$ cat src/rtl/alu_dispatch_sched_if.sv
// Decode-to-ALU dispatch bus: instruction offer/accept handshake, station busy flags,
// allocate enables and the shared registered payload.
interface alu_dispatch_sched_if #(
  parameter int ADDR_W  = 32,
  parameter int WORD_W  = 32,
  parameter int OP_W    = 6,
  parameter int TAG_W   = 4,
  parameter int RADDR_W = 5
);
  logic               in_vld;
  logic               in_rdy;
  logic [ADDR_W-1:0]  in_pc;
  logic [OP_W-1:0]    in_op;
  logic [TAG_W-1:0]   in_tagx;
  logic [TAG_W-1:0]   in_tagy;
  logic [TAG_W-1:0]   in_tagw;
  logic [WORD_W-1:0]  in_datax;
  logic [WORD_W-1:0]  in_datay;
  logic [RADDR_W-1:0] in_addrw;

  logic               alu_busy0;
  logic               alu_busy1;
  logic               alu_busy2;
  logic               next_busy0;
  logic               next_busy1;
  logic               next_busy2;

  logic               en0;
  logic               en1;
  logic               en2;
  logic [ADDR_W-1:0]  out_pc;
  logic [OP_W-1:0]    out_op;
  logic [TAG_W-1:0]   out_tagx;
  logic [TAG_W-1:0]   out_tagy;
  logic [TAG_W-1:0]   out_tagw;
  logic [WORD_W-1:0]  out_datax;
  logic [WORD_W-1:0]  out_datay;
  logic [RADDR_W-1:0] out_addrw;

  modport master (
    output in_vld, in_pc, in_op, in_tagx, in_tagy, in_tagw, in_datax, in_datay, in_addrw,
    output alu_busy0, alu_busy1, alu_busy2, next_busy0, next_busy1, next_busy2,
    input  in_rdy, en0, en1, en2,
    input  out_pc, out_op, out_tagx, out_tagy, out_tagw, out_datax, out_datay, out_addrw
  );

  modport slave (
    input  in_vld, in_pc, in_op, in_tagx, in_tagy, in_tagw, in_datax, in_datay, in_addrw,
    input  alu_busy0, alu_busy1, alu_busy2, next_busy0, next_busy1, next_busy2,
    output in_rdy, en0, en1, en2,
    output out_pc, out_op, out_tagx, out_tagy, out_tagw, out_datax, out_datay, out_addrw
  );
endinterface

$ cat src/rtl/alu_dispatch_sched.sv
// In-order FIFO feeding 3 ALU stations round-robin; dispatch no earlier than 1 edge after push.
// Backpressure: in_rdy drops when full, in reset or when rdy=0; a stalled head waits for a free station.
module alu_dispatch_sched #(
  parameter int DEPTH        = 4,
  parameter int ADDR_W       = 32,
  parameter int WORD_W       = 32,
  parameter int OP_W         = 6,
  parameter int TAG_W        = 4,
  parameter int RADDR_W      = 5,
  parameter int TAG_UNLOCKED = 0
) (
  input  logic                    i_clk,
  input  logic                    i_rst_n,
  input  logic                    i_rdy,
  input  logic                    i_flush,
  alu_dispatch_sched_if.slave     io_bus,
  output logic [$clog2(DEPTH):0]  o_fifo_count
);
  localparam int PTR_W = $clog2(DEPTH);
  localparam int CNT_W = PTR_W + 1;

  typedef struct packed {
    logic [ADDR_W-1:0]  pc;
    logic [OP_W-1:0]    op;
    logic [TAG_W-1:0]   tagx;
    logic [TAG_W-1:0]   tagy;
    logic [TAG_W-1:0]   tagw;
    logic [WORD_W-1:0]  datax;
    logic [WORD_W-1:0]  datay;
    logic [RADDR_W-1:0] addrw;
  } entry_t;

  localparam entry_t PAY_RST = '{
    pc:    '0,
    op:    '0,
    tagx:  TAG_W'(TAG_UNLOCKED),
    tagy:  TAG_W'(TAG_UNLOCKED),
    tagw:  TAG_W'(TAG_UNLOCKED),
    datax: '0,
    datay: '0,
    addrw: '0
  };

  entry_t               r_mem [DEPTH];
  logic [PTR_W-1:0]     r_wr_ptr;
  logic [PTR_W-1:0]     r_rd_ptr;
  logic [CNT_W-1:0]     r_count;
  logic [1:0]           r_rr_ptr;
  logic [2:0][1:0]      r_cool;
  logic [2:0]           r_en;
  entry_t               r_pay;

  logic                 w_in_rdy;
  logic                 w_push;
  logic                 w_pop;
  logic [2:0]           w_busy;
  logic [2:0]           w_nbusy;
  logic [2:0]           w_free;
  logic                 w_pick_vld;
  logic [1:0]           w_pick_idx;
  logic [1:0]           w_rr_nxt;
  entry_t               w_in_entry;
  entry_t               w_head;

  assign w_in_entry = '{
    pc:    io_bus.in_pc,
    op:    io_bus.in_op,
    tagx:  io_bus.in_tagx,
    tagy:  io_bus.in_tagy,
    tagw:  io_bus.in_tagw,
    datax: io_bus.in_datax,
    datay: io_bus.in_datay,
    addrw: io_bus.in_addrw
  };

  assign w_head   = r_mem[r_rd_ptr];
  assign w_busy   = {io_bus.alu_busy2, io_bus.alu_busy1, io_bus.alu_busy0};
  assign w_nbusy  = {io_bus.next_busy2, io_bus.next_busy1, io_bus.next_busy0};

  assign w_in_rdy = i_rdy && i_rst_n && (r_count < CNT_W'(DEPTH));
  assign w_push   = io_bus.in_vld && w_in_rdy && !i_flush;

  // A station's own busy flags lag an issue by 2 cycles; the cooldown covers that gap.
  always_comb begin
    w_free = '0;
    for (int k = 0; k < 3; k++) begin
      w_free[k] = !w_busy[k] && !w_nbusy[k] && (r_cool[k] == 2'd0);
    end
  end

  always_comb begin
    w_pick_vld = |w_free;
    w_pick_idx = 2'd0;
    case (r_rr_ptr)
      2'd1: begin
        if (w_free[1])      w_pick_idx = 2'd1;
        else if (w_free[2]) w_pick_idx = 2'd2;
        else                w_pick_idx = 2'd0;
      end
      2'd2: begin
        if (w_free[2])      w_pick_idx = 2'd2;
        else if (w_free[0]) w_pick_idx = 2'd0;
        else                w_pick_idx = 2'd1;
      end
      default: begin
        if (w_free[0])      w_pick_idx = 2'd0;
        else if (w_free[1]) w_pick_idx = 2'd1;
        else                w_pick_idx = 2'd2;
      end
    endcase
  end

  always_comb begin
    w_rr_nxt = 2'd0;
    case (w_pick_idx)
      2'd0:    w_rr_nxt = 2'd1;
      2'd1:    w_rr_nxt = 2'd2;
      default: w_rr_nxt = 2'd0;
    endcase
  end

  assign w_pop = i_rdy && !i_flush && (r_count != '0) && w_pick_vld;

  always_ff @(posedge i_clk) begin
    if (w_push) begin
      r_mem[r_wr_ptr] <= w_in_entry;
    end
  end

  always_ff @(posedge i_clk or negedge i_rst_n) begin
    if (!i_rst_n) begin
      r_wr_ptr <= '0;
      r_rd_ptr <= '0;
      r_count  <= '0;
      r_rr_ptr <= 2'd0;
      r_cool   <= '0;
      r_en     <= '0;
      r_pay    <= PAY_RST;
    end else if (i_rdy) begin
      r_en <= '0;
      for (int k = 0; k < 3; k++) begin
        if (w_pop && (w_pick_idx == 2'(k))) begin
          r_cool[k] <= 2'd2;
        end else if (r_cool[k] != 2'd0) begin
          r_cool[k] <= r_cool[k] - 2'd1;
        end
      end
      // Flush keeps cooldowns and rr_ptr: already-allocated stations stay occupied.
      if (i_flush) begin
        r_wr_ptr <= '0;
        r_rd_ptr <= '0;
        r_count  <= '0;
      end else begin
        if (w_push) begin
          r_wr_ptr <= r_wr_ptr + PTR_W'(1);
        end
        if (w_pop) begin
          r_rd_ptr         <= r_rd_ptr + PTR_W'(1);
          r_en[w_pick_idx] <= 1'b1;
          r_pay            <= w_head;
          r_rr_ptr         <= w_rr_nxt;
        end
        case ({w_push, w_pop})
          2'b10:   r_count <= r_count + CNT_W'(1);
          2'b01:   r_count <= r_count - CNT_W'(1);
          default: r_count <= r_count;
        endcase
      end
    end else begin
      r_en <= '0;
    end
  end

  // Gating by rdy silences a pulse already registered when the pipeline freezes.
  assign io_bus.en0      = r_en[0] && i_rdy;
  assign io_bus.en1      = r_en[1] && i_rdy;
  assign io_bus.en2      = r_en[2] && i_rdy;
  assign io_bus.in_rdy   = w_in_rdy;
  assign io_bus.out_pc    = r_pay.pc;
  assign io_bus.out_op    = r_pay.op;
  assign io_bus.out_tagx  = r_pay.tagx;
  assign io_bus.out_tagy  = r_pay.tagy;
  assign io_bus.out_tagw  = r_pay.tagw;
  assign io_bus.out_datax = r_pay.datax;
  assign io_bus.out_datay = r_pay.datay;
  assign io_bus.out_addrw = r_pay.addrw;
  assign o_fifo_count     = r_count;
endmodule
$ cat src/flat_wrapper.sv
// flat-port wrapper written by rule: the top's interface ports become plain ports
module alu_dispatch_sched_flat 
#(
  parameter int DEPTH        = 4,
  parameter int ADDR_W       = 32,
  parameter int WORD_W       = 32,
  parameter int OP_W         = 6,
  parameter int TAG_W        = 4,
  parameter int RADDR_W      = 5,
  parameter int TAG_UNLOCKED = 0
)
  (i_clk, i_rst_n, i_rdy, i_flush, o_fifo_count, io_bus_in_vld, io_bus_in_pc, io_bus_in_op, io_bus_in_tagx, io_bus_in_tagy, io_bus_in_tagw, io_bus_in_datax, io_bus_in_datay, io_bus_in_addrw, io_bus_alu_busy0, io_bus_alu_busy1, io_bus_alu_busy2, io_bus_next_busy0, io_bus_next_busy1, io_bus_next_busy2, io_bus_in_rdy, io_bus_en0, io_bus_en1, io_bus_en2, io_bus_out_pc, io_bus_out_op, io_bus_out_tagx, io_bus_out_tagy, io_bus_out_tagw, io_bus_out_datax, io_bus_out_datay, io_bus_out_addrw);
  alu_dispatch_sched_if #(.ADDR_W(ADDR_W), .WORD_W(WORD_W), .OP_W(OP_W), .TAG_W(TAG_W), .RADDR_W(RADDR_W)) io_bus_i ();
  input  logic i_clk;
  input  logic i_rst_n;
  input  logic i_rdy;
  input  logic i_flush;
  output logic [$clog2(DEPTH):0] o_fifo_count;
  input wire logic [$bits(io_bus_i.in_vld)-1:0] io_bus_in_vld;
  input wire logic [$bits(io_bus_i.in_pc)-1:0] io_bus_in_pc;
  input wire logic [$bits(io_bus_i.in_op)-1:0] io_bus_in_op;
  input wire logic [$bits(io_bus_i.in_tagx)-1:0] io_bus_in_tagx;
  input wire logic [$bits(io_bus_i.in_tagy)-1:0] io_bus_in_tagy;
  input wire logic [$bits(io_bus_i.in_tagw)-1:0] io_bus_in_tagw;
  input wire logic [$bits(io_bus_i.in_datax)-1:0] io_bus_in_datax;
  input wire logic [$bits(io_bus_i.in_datay)-1:0] io_bus_in_datay;
  input wire logic [$bits(io_bus_i.in_addrw)-1:0] io_bus_in_addrw;
  input wire logic [$bits(io_bus_i.alu_busy0)-1:0] io_bus_alu_busy0;
  input wire logic [$bits(io_bus_i.alu_busy1)-1:0] io_bus_alu_busy1;
  input wire logic [$bits(io_bus_i.alu_busy2)-1:0] io_bus_alu_busy2;
  input wire logic [$bits(io_bus_i.next_busy0)-1:0] io_bus_next_busy0;
  input wire logic [$bits(io_bus_i.next_busy1)-1:0] io_bus_next_busy1;
  input wire logic [$bits(io_bus_i.next_busy2)-1:0] io_bus_next_busy2;
  output wire logic [$bits(io_bus_i.in_rdy)-1:0] io_bus_in_rdy;
  output wire logic [$bits(io_bus_i.en0)-1:0] io_bus_en0;
  output wire logic [$bits(io_bus_i.en1)-1:0] io_bus_en1;
  output wire logic [$bits(io_bus_i.en2)-1:0] io_bus_en2;
  output wire logic [$bits(io_bus_i.out_pc)-1:0] io_bus_out_pc;
  output wire logic [$bits(io_bus_i.out_op)-1:0] io_bus_out_op;
  output wire logic [$bits(io_bus_i.out_tagx)-1:0] io_bus_out_tagx;
  output wire logic [$bits(io_bus_i.out_tagy)-1:0] io_bus_out_tagy;
  output wire logic [$bits(io_bus_i.out_tagw)-1:0] io_bus_out_tagw;
  output wire logic [$bits(io_bus_i.out_datax)-1:0] io_bus_out_datax;
  output wire logic [$bits(io_bus_i.out_datay)-1:0] io_bus_out_datay;
  output wire logic [$bits(io_bus_i.out_addrw)-1:0] io_bus_out_addrw;
  assign io_bus_i.in_vld = io_bus_in_vld;
  assign io_bus_i.in_pc = io_bus_in_pc;
  assign io_bus_i.in_op = io_bus_in_op;
  assign io_bus_i.in_tagx = io_bus_in_tagx;
  assign io_bus_i.in_tagy = io_bus_in_tagy;
  assign io_bus_i.in_tagw = io_bus_in_tagw;
  assign io_bus_i.in_datax = io_bus_in_datax;
  assign io_bus_i.in_datay = io_bus_in_datay;
  assign io_bus_i.in_addrw = io_bus_in_addrw;
  assign io_bus_i.alu_busy0 = io_bus_alu_busy0;
  assign io_bus_i.alu_busy1 = io_bus_alu_busy1;
  assign io_bus_i.alu_busy2 = io_bus_alu_busy2;
  assign io_bus_i.next_busy0 = io_bus_next_busy0;
  assign io_bus_i.next_busy1 = io_bus_next_busy1;
  assign io_bus_i.next_busy2 = io_bus_next_busy2;
  assign io_bus_in_rdy = io_bus_i.in_rdy;
  assign io_bus_en0 = io_bus_i.en0;
  assign io_bus_en1 = io_bus_i.en1;
  assign io_bus_en2 = io_bus_i.en2;
  assign io_bus_out_pc = io_bus_i.out_pc;
  assign io_bus_out_op = io_bus_i.out_op;
  assign io_bus_out_tagx = io_bus_i.out_tagx;
  assign io_bus_out_tagy = io_bus_i.out_tagy;
  assign io_bus_out_tagw = io_bus_i.out_tagw;
  assign io_bus_out_datax = io_bus_i.out_datax;
  assign io_bus_out_datay = io_bus_i.out_datay;
  assign io_bus_out_addrw = io_bus_i.out_addrw;
  alu_dispatch_sched #(.DEPTH(DEPTH), .ADDR_W(ADDR_W), .WORD_W(WORD_W), .OP_W(OP_W), .TAG_W(TAG_W), .RADDR_W(RADDR_W), .TAG_UNLOCKED(TAG_UNLOCKED)) u_core (.i_clk(i_clk), .i_rst_n(i_rst_n), .i_rdy(i_rdy), .i_flush(i_flush), .io_bus(io_bus_i), .o_fifo_count(o_fifo_count));
endmodule
$ cat config.mk
export PLATFORM = sky130hd
export DESIGN_NAME = alu_dispatch_sched_flat
export DESIGN_NICKNAME = d
export VERILOG_FILES = /design/src/rtl/alu_dispatch_sched_if.sv /design/src/rtl/alu_dispatch_sched.sv /design/src/flat_wrapper.sv
export SDC_FILE = /design/constraint.sdc
export NUM_CORES = 1
export LEC_CHECK = 0
export BUFFER_PORTS_ARGS = -buffer_cell sky130_fd_sc_hd__buf_4
export CAP_MARGIN = 20
export CORE_MARGIN = 2
export CORE_UTILIZATION = 50
export CTS_CLUSTER_SIZE = 12
export DETAILED_ROUTE_END_ITERATION = 7
export PLACE_DENSITY_LB_ADDON = 0.12
export SLEW_MARGIN = 25
export SYNTH_ARGS = -nofsm -noshare
export SYNTH_HDL_FRONTEND = slang
export SYNTH_SLANG_ARGS = --single-unit
$ cat constraint.sdc
create_clock -name i_clk -period 10.4 [get_ports i_clk]
set_input_delay 2.6 -clock i_clk [delete_from_list [all_inputs] [get_ports i_clk]]
set_output_delay 2.6 -clock i_clk [all_outputs]
set_load 0.005 [all_outputs]
* Word-level counts from Yosys, hierarchy flattened
Memories as Yosys holds them, arrays and structs flattened. A register that Yosys moved wholly into a read port is not among the register bits.
Cells that the tools add are included.
** Word-level totals
- Memory bits (writable) :: 476
- Output and inout port bits :: 126
- Input bits :: 130
- Memories :: 1
- Register bits :: 18
- Logic and storage cells :: 103
** Memories
- u_core.r_mem :: depth 4, bits a word 119, read ports 1, clocked after memory_dff 1, wr ports 1, line alu_dispatch_sched.sv:44 : entry_t r_mem [DEPTH];
** Operators by class
- Bitwise gates (word level) :: 1
- Order comparisons :: 3
- Muxes and demuxes :: 27
- Add/sub/neg operators :: 7
- Reduce and logical (&&, ||, !) cells :: 50
- Equal/unequal tests :: 6
** Operators by type and width (count)
- 2-bit 2-to-1 mux :: 15
- 1-bit logical AND :: 20
- 2-bit nonzero test :: 8
- 3-bit 2-to-1 mux :: 4
- 2-bit AND reduction :: 6
- 1-bit zero test :: 8
- 2-bit zero test :: 4
- 2-bit case mux with 2 select lines :: 2
- 2-bit by 1-bit == test with 1-bit output, second input constant :: 3
- 2-bit == test, second input constant :: 3
- 3-bit case mux with 2 select lines :: 1
- 3-bit nonzero test :: 2
- 2-bit by 1-bit subtractor with 2-bit output, second input constant :: 3
- 2-bit by 1-bit adder with 2-bit output, second input constant :: 2
- 1-bit 2-to-1 mux :: 4
- 3-bit by 1-bit adder with 3-bit output, second input constant :: 1
- 2-bit by 3-bit less-than comparator with 1-bit output, second input constant :: 1
- 3-bit less-than comparator, second input constant :: 1
- 3-bit AND reduction :: 1
- 3-bit OR reduction :: 1
- 3-bit by 1-bit subtractor with 3-bit output, second input constant :: 1
- 1-bit demux with 2-bit select :: 1
- 2-bit by 1-bit greater-or-equal comparator with 1-bit output, second input constant :: 1
- 1-bit NOT :: 1

* Logic depth before layout (Yosys ltp)
Gate-level depths: netlist of run 1.
- Word-level depth :: 13
- Mapped depth :: 14
- Gate-level depth less buffers :: 11

* Worst setup path before layout of run 1
No wires, ideal clock.
- Path type :: input port to flip-flop
- Start :: input io_bus_in_vld
- End :: memory u_core.r_mem[0][0] in the netlist's numbering, enable pin
- Required time :: 9.908 ns
- Stages on the path :: 3
- Setup slack :: 4.087 ns
- Path buffers :: 0
- Library setup time :: 0.492 ns
- Arrival :: 5.821 ns
- Path through :: nand4_1 nor2_1 and2_1
** On the way
- Word-level cells in the longest chain between the ends :: 4
** Ends and longest elaborated chain
- start: declaration :: line flat_wrapper.sv:19 : input wire logic [$bits(io_bus_i.in_vld)-1:0] io_bus_in_vld;
- 1-bit logical AND (2 in series) :: line alu_dispatch_sched.sv:81 : assign w_push = io_bus.in_vld && w_in_rdy && !i_flush;
- 1-bit 2-to-1 mux :: line alu_dispatch_sched.sv:125 : if (w_push) begin
- 1-bit 2-to-1 mux (not written as such) :: line alu_dispatch_sched.sv:126 : r_mem[r_wr_ptr] <= w_in_entry;
- end: declaration :: line alu_dispatch_sched.sv:44
Every way passes these cells.

* Worst setup path in the final report of run 1
- Start :: input i_rst_n
- End :: memory u_core.r_mem[0][106] in the netlist's numbering, enable pin
** On the way
- Word-level cells in the longest chain between the ends :: 6
** Ends and longest elaborated chain
- start: declaration :: line flat_wrapper.sv:15 : input logic i_rst_n;
- 1-bit logical AND (2 in series) :: line alu_dispatch_sched.sv:80 : assign w_in_rdy = i_rdy && i_rst_n && (r_count < CNT_W'(DEPTH));
- 1-bit logical AND (2 in series) :: line alu_dispatch_sched.sv:81
- 1-bit 2-to-1 mux :: line alu_dispatch_sched.sv:125
- 1-bit 2-to-1 mux (not written as such) :: line alu_dispatch_sched.sv:126
Every way passes these cells.

==> metrics, run 1 <==
DIE HEIGHT approximately 220 um; minimum clock period after layout between 5 and 6 ns; share of synthesized area occupied by flip-flops and latches 0.778; most common library cell in the layout ignoring fill and taps edfxtp_1; relative slew slack 0.324; Highest Clock Rate approximately 0.17 GHz; filler instances around 3.3k; critical register-to-register path startpoint u_core.r_cool[0]; gate family responsible for the most delay along the worst path buffers and inverters; count of synthesis-stage warnings from yosys 0; signal arrival time at the worst endpoint approximately 6.2 ns; class of the worst hold path reg -> reg; multi-input combinational cell area 4720 um2; number of setup buffers added after CTS 0; P per Cell Area 238 nW/um2; critical path class in -> reg; detail-routed net length per standard cell around 23 um; DR vias between 10k and 15k; relative area change from synthesis to final layout 18.9%; post-DR vias/cell about 5.4; placeable core area roughly 45000 um2; unrepaired setup endpoints after global routing false; wire length of the first global-routing pass about 68 mm; outcome finished clean; hold path startpoint u_core.io_bus.out_datay[12]; top fanout value on the critical path 61; WHS Endpoint u_core.io_bus.out_datay[12]; Reg area between 15000 and 20000 um2; highest cell delay on the worst timing path roughly 0.88 ns; remaining routing DRC violations 0; placement-stage cell area around 25000 um2; peak supply drop about 0.16 mV; I/O Pins about 260; static power due to leakage 9.81 nW; Post-synth EDFFs 476; level count of the clock H-tree 2; Worst Path Required 10.61 ns; CTS clk-pin slew, worst paths 0.06 ns; setup slack at placement ~3.7 ns; RePlAce Congestion around 0.75; Tot GR Track Use 0.193; Max Transition Viols Final 0; floorplan die area around 47000 um2; Port Buffer Count between 200 and 300; proportion of layout cells with a drive suffix above 1 0.365; commonest non-fill, non-tap cells in the layout edfxtp_1 (476), buf_4 (264), dfrtp_1 (135); CTS tree yes; Max Cap Violations 0; number of routed nets with antenna violations 0; number of buffers and inverters on the critical path 3; tightest hold margin 0.488 ns; register-to-register setup slack 6.39 ns; DRC marker count from the first detailed-route iteration around 670; Final setup violation count 0; Async SR Flop Fraction 0.223; Setup TNS 0 ns; length of the first detailed-routing pass in iterations 4; maximum number of pins on one net before global-route repair between 90 and 100; aggregate global routing overflow 0; skew final between 0.02 and 0.025 ns; slew at the pin with the worst max-slew slack between 1 and 1.5 ns; vias in the first global route around 11k; number of nets in the layout around 1.4k; HPWL reported at the end of detailed placement ~26 mm; register bit total from synthesis between 600 and 700; setup ws final ~4.4 ns; floorplan row count 78; Post-Synthesis Cells around 1.0k; number of cells upsized or downsized after cts 0; synthesized area divided by synthesized cell count 22.7 um2; Clock Latency Late Sink about 0.61 ns; number of antenna violations at the first check in global routing 8; total nets after synthesis about 1.1k; maximum clock path buffer count 3; Hold Path Depth 1; Main synth FF type edfxtp_1; Crit-path slowest cell and2_4; Hold Buf Count CTS 0; cell seen most often among critical-path stages buf_4; cells traversed along the worst timing path buf_6, buf_4, nand4_1, nor2_1, and2_4, buf_4; combined area of all synthesized cells roughly 23000 um2; root buffer selected by CTS clkbuf_16; period utilisation layout 0.573; Die Span X about 220 um; nature of the critical path startpoint primary input; final number of hold-violating endpoints 0; Initial Util 0.504; R2R cell count 8; count of unique library cells instantiated by Yosys 52; clock sink count 613; category of the worst setup path capture point flop; Finished Cell Area about 27000 um2; detailed-route wire length between 40 and 50 mm; reg-to-reg critical path endpoint u_core.io_bus.out_pc[19]; number of buffers created by CTS 60
## metrics by stage
step | total power [mW] | util | instances
final | 6.45 | 0.600 | 1943
after global routing | 6.76 | 0.599 | 1940
after CTS | 6.54 | 0.599 | 1938
after detailed placement | 4.55 | 0.559 | 1824
after global placement | 4.53 | 0.559 | 1824
after floorplan | 3.91 | - | 1004
## synthesized netlist by cell type, types with 2 or more instances
cell type | count | area, um2
clkbuf_1 | 14 | 52.6
o21ai_0 | 9 | 45.0
nand2_1 | 10 | 37.5
or3b_1 | 3 | 26.3
xnor2_1 | 2 | 17.5
mux2_2 | 19 | 214
buf_6 | 13 | 146
mux4_2 | 119 | 2680
inv_1 | 13 | 48.8
dfrtp_1 | 137 | 3430
mux2i_1 | 2 | 20.0
nor2_1 | 9 | 33.8
buf_2 | 15 | 75.1
ha_1 | 10 | 125
nor3_1 | 3 | 15.0
buf_1 | 4 | 15.0
nand4_1 | 2 | 12.5
and2_1 | 7 | 43.8
edfxtp_1 | 476 | 14300
a211o_1 | 2 | 17.5
o21a_1 | 2 | 15.0
mux2_1 | 100 | 1130
nor3b_1 | 3 | 22.5
a21oi_1 | 2 | 10.0
## sequential cells by signal (all words and copies together), names as in the netlist
| register | flops |
|---|---|
| u_core.io_bus.out_tagw | 4 |
| u_core.io_bus.out_op | 6 |
| u_core.r_rd_ptr | 2 |
| u_core.r_cool | 6 |
| u_core.r_mem | 476 |
| u_core.io_bus.out_datax | 32 |
| u_core.io_bus.out_pc | 32 |
| u_core.r_rr_ptr | 2 |
| u_core.o_fifo_count | 3 |
| u_core.r_en | 3 |
| u_core.io_bus.out_datay | 32 |
| u_core.io_bus.out_tagx | 4 |
| u_core.io_bus.out_addrw | 5 |
| u_core.r_wr_ptr | 2 |
| u_core.io_bus.out_tagy | 4 |
## cells by family after synthesis
kind of cell               count (synthesis)  synth area share
DFF                                      613             0.778
and+or+nand+nor                           48            0.0129
adders and majority gates                 10           0.00549
xor gates and xnor gates                   2          0.000769
buffers and inverters                     60            0.0150
muxes                                    240             0.177
AOI/OAI and AO/OA                         31            0.0104
## worst max path at each step
stage | startpoint | end | slack, ns | cells after the start
floorplan | io_bus_in_vld | u_core.r_mem[0][0] | 4.09 | 3
global placement | i_rst_n | u_core.r_mem[1][31] | 3.71 | 6
detailed placement | i_rst_n | u_core.r_mem[1][108] | 3.69 | 6
CTS | i_rst_n | u_core.r_mem[1][111] | 4.31 | 6
global route | i_rst_n | u_core.r_mem[2][108] | 4.05 | 6
finish | i_rst_n | u_core.r_mem[0][106] | 4.44 | 6
## cell type report
cell class              instances  area share
inverters                      14     0.00194
diodes                          4    0.000369
flip-flops and latches        613       0.654
clock inverters                 8     0.00166
multi-input cells             331       0.174
clock buffers                 106      0.0645
repair buffers                267      0.0750
well taps                     600      0.0277
## per-layer routing
| metal | track usage | routed length, um | vias up |
|---|---|---|---|
| li1 | - | - | 4657 |
| met5 | 0 | 56 | - |
| met4 | 0.0530 | 759 | 8 |
| met2 | 0.307 | 22000 | 248 |
| met1 | 0.261 | 19000 | 5531 |
| met3 | 0.0587 | 3240 | 64 |
## where the power goes
part           switching (mW)  total [mW]  internal [mW]
Combinational           0.559        1.34          0.783
Sequential              0.212        3.13           2.91
Clock                   0.854        1.98           1.13
Total                    1.62        6.45           4.83
(Power assumes the default switching activity.)
==> run 2: changes to the inputs <==
- clock period: 10.4 -> 6.1 ns (I/O delays scaled with it)
==> run 2 against run 1 <==
Against the previous run: hold slack worse by 0.0033 ns; wire length shrank 0.66%; setup slack worse by 2.0 ns; critical endpoint is now io_bus_in_rdy; largest cell class unchanged; critical path type is now in -> out.
==> metrics, run 2 (synthesis gave the netlist of run 1 again) <==
number of cells upsized or downsized after cts 0 (unchanged); post-DR vias/cell 5.41 (about the same); placeable core area 45200 um2 (unchanged); level count of the clock H-tree 2 (unchanged); detailed-route wire length 44.7 mm (was 45.0 mm); Highest Clock Rate ~0.27 GHz; signal arrival time at the worst endpoint 2.15 ns (was 6.17 ns); tightest hold margin 0.484 ns (was 0.488 ns); final number of hold-violating endpoints 0 (unchanged); Largest register FFs 476 (unchanged); vias in the first global route 11.3k (was 11.0k); Worst Path Required 4.58 ns (was 10.61 ns); I/O Pins 256 (unchanged); critical path class in -> out (was in -> reg); DIE HEIGHT 217 um (unchanged); DRC marker count from the first detailed-route iteration 645 (was 672); RePlAce Congestion 0.746 (was 0.755); Initial Util 0.504 (unchanged); CTS clk-pin slew, worst paths 0.06 ns (about the same); top fanout value on the critical path 25 (was 61); outcome finished clean (unchanged); maximum clock path buffer count 3 (unchanged); static power due to leakage 9.86 nW (was 9.81 nW); Power Total 11.1 mW (was 6.45 mW); P per Cell Area 406 nW/um2 (was 238 nW/um2); Final setup violation count 0 (unchanged); CTS tree yes (unchanged); remaining routing DRC violations 0 (unchanged); number of antenna violations at the first check in global routing 3 (was 8); aggregate global routing overflow 0 (unchanged); number of buffers created by CTS 60 (unchanged); Setup TNS 0 ns (unchanged); DR vias 10.5k (about the same); minimum clock period after layout about 3.7 ns; HPWL reported at the end of detailed placement 26.2 mm (was 26.1 mm); relative area change from synthesis to final layout 19.4% (was 18.9%); proportion of layout cells with a drive suffix above 1 0.372 (was 0.365); Port Buffer Count 255 (unchanged); unrepaired setup endpoints after global routing false (unchanged); Tot GR Track Use 0.194 (was 0.193); clock sink count 613 (unchanged); Max Transition Viols Final 0 (unchanged); most flop-heavy register u_core.r_mem (unchanged); number of routed nets with antenna violations 0 (unchanged); nature of the critical path startpoint primary input (unchanged); Die Span X 217 um (unchanged); Clock Latency Late Sink 0.61 ns (about the same); length of the first detailed-routing pass in iterations 4 (unchanged); commonest non-fill, non-tap cells in the layout edfxtp_1 (476), buf_4 (263), dfrtp_1 (135) (was edfxtp_1 (476), buf_4 (264), dfrtp_1 (135)); maximum number of pins on one net before global-route repair 107 (was 92); peak supply drop 0.257 mV (was 0.156 mV); skew final 0.00693 ns (was 0.0209 ns); category of the worst setup path capture point primary output (was flop); period utilisation layout 0.603; slew at the pin with the worst max-slew slack 0.952 ns (was 1.01 ns); number of nets in the layout 1431 (was 1427); most common library cell in the layout ignoring fill and taps edfxtp_1 (unchanged); floorplan row count 78 (unchanged); detail-routed net length per standard cell 23.0 um (was 23.2 um); relative slew slack 0.366 (was 0.324); Max Cap Violations 0 (unchanged); class of the worst hold path reg -> reg (unchanged); floorplan die area 47300 um2 (unchanged); wire length of the first global-routing pass 68.4 mm (was 67.6 mm); number of setup buffers added after CTS 0 (unchanged); Hold Buf Count CTS 0 (unchanged); root buffer selected by CTS clkbuf_16 (unchanged)
## run 2: critical path: stages
cell	delay (ns)
buf_6	0.22
nand2_1	0.12
nor2_1	0.14
buf_4	0.13
## run 2: final timing paths
path / start / slack [ns] / endpoint / cells past startpoint
max in group asynchronous: i_rst_n / 4.22 / u_core.io_bus.out_datay[31] / 2
hold / removal: u_core.io_bus.out_tagw[3] / 0.48 / u_core.io_bus.out_tagw[3] / 1
min in group asynchronous: i_rst_n / 0.77 / u_core.io_bus.out_datay[8] / 1
hold reg to reg: u_core.io_bus.out_tagw[3] / 0.48 / u_core.io_bus.out_tagw[3] / 1
setup reg to reg: u_core.r_cool[0] / 3.05 / u_core.io_bus.out_tagx[0] / 7
setup / recovery: i_rst_n / 2.42 / io_bus_in_rdy / 4
## run 2: report_power, final
| part | leakage (nW) | switching, mW | internal (mW) |
|---|---|---|---|
| clock | 0.875 | 1.47 | 1.96 |
| combinational | 2.97 | 0.907 | 1.34 |
| sequential | 6.02 | 0.407 | 4.97 |
## run 2: stage by stage
step                utilization  worst slack [ns]  instance area, um2  std cells
floorplan                     -             0.862               22800       1004
global placement          0.561              2.05               25400       1829
detailed placement        0.561              2.03               25400       1829
CTS                       0.602              2.41               27200       1941
global route              0.602              2.35               27200       1941
finish                    0.602              2.42               27200       1943
## run 2: layout make-up
| class | count | area, um2 |
|---|---|---|
| diodes | 2 | 5.00 |
| clock buffers | 106 | 1790 |
| clock inverters | 6 | 37.5 |
| fillers | 3256 | 18000 |
| inverters | 14 | 52.6 |
| multi-input cells | 331 | 4720 |
| flip-flops and latches | 613 | 17700 |
| well taps | 600 | 751 |
| repair buffers | 271 | 2120 |
## run 2: metal layers
metal  vias up  share of wire  GRT usage
met4         4          0.018     0.0527
met1      5553           0.42      0.263
met3        59          0.069     0.0533
met5         -        0.00045          0
li1       4648              -          -
met2       243           0.49      0.314
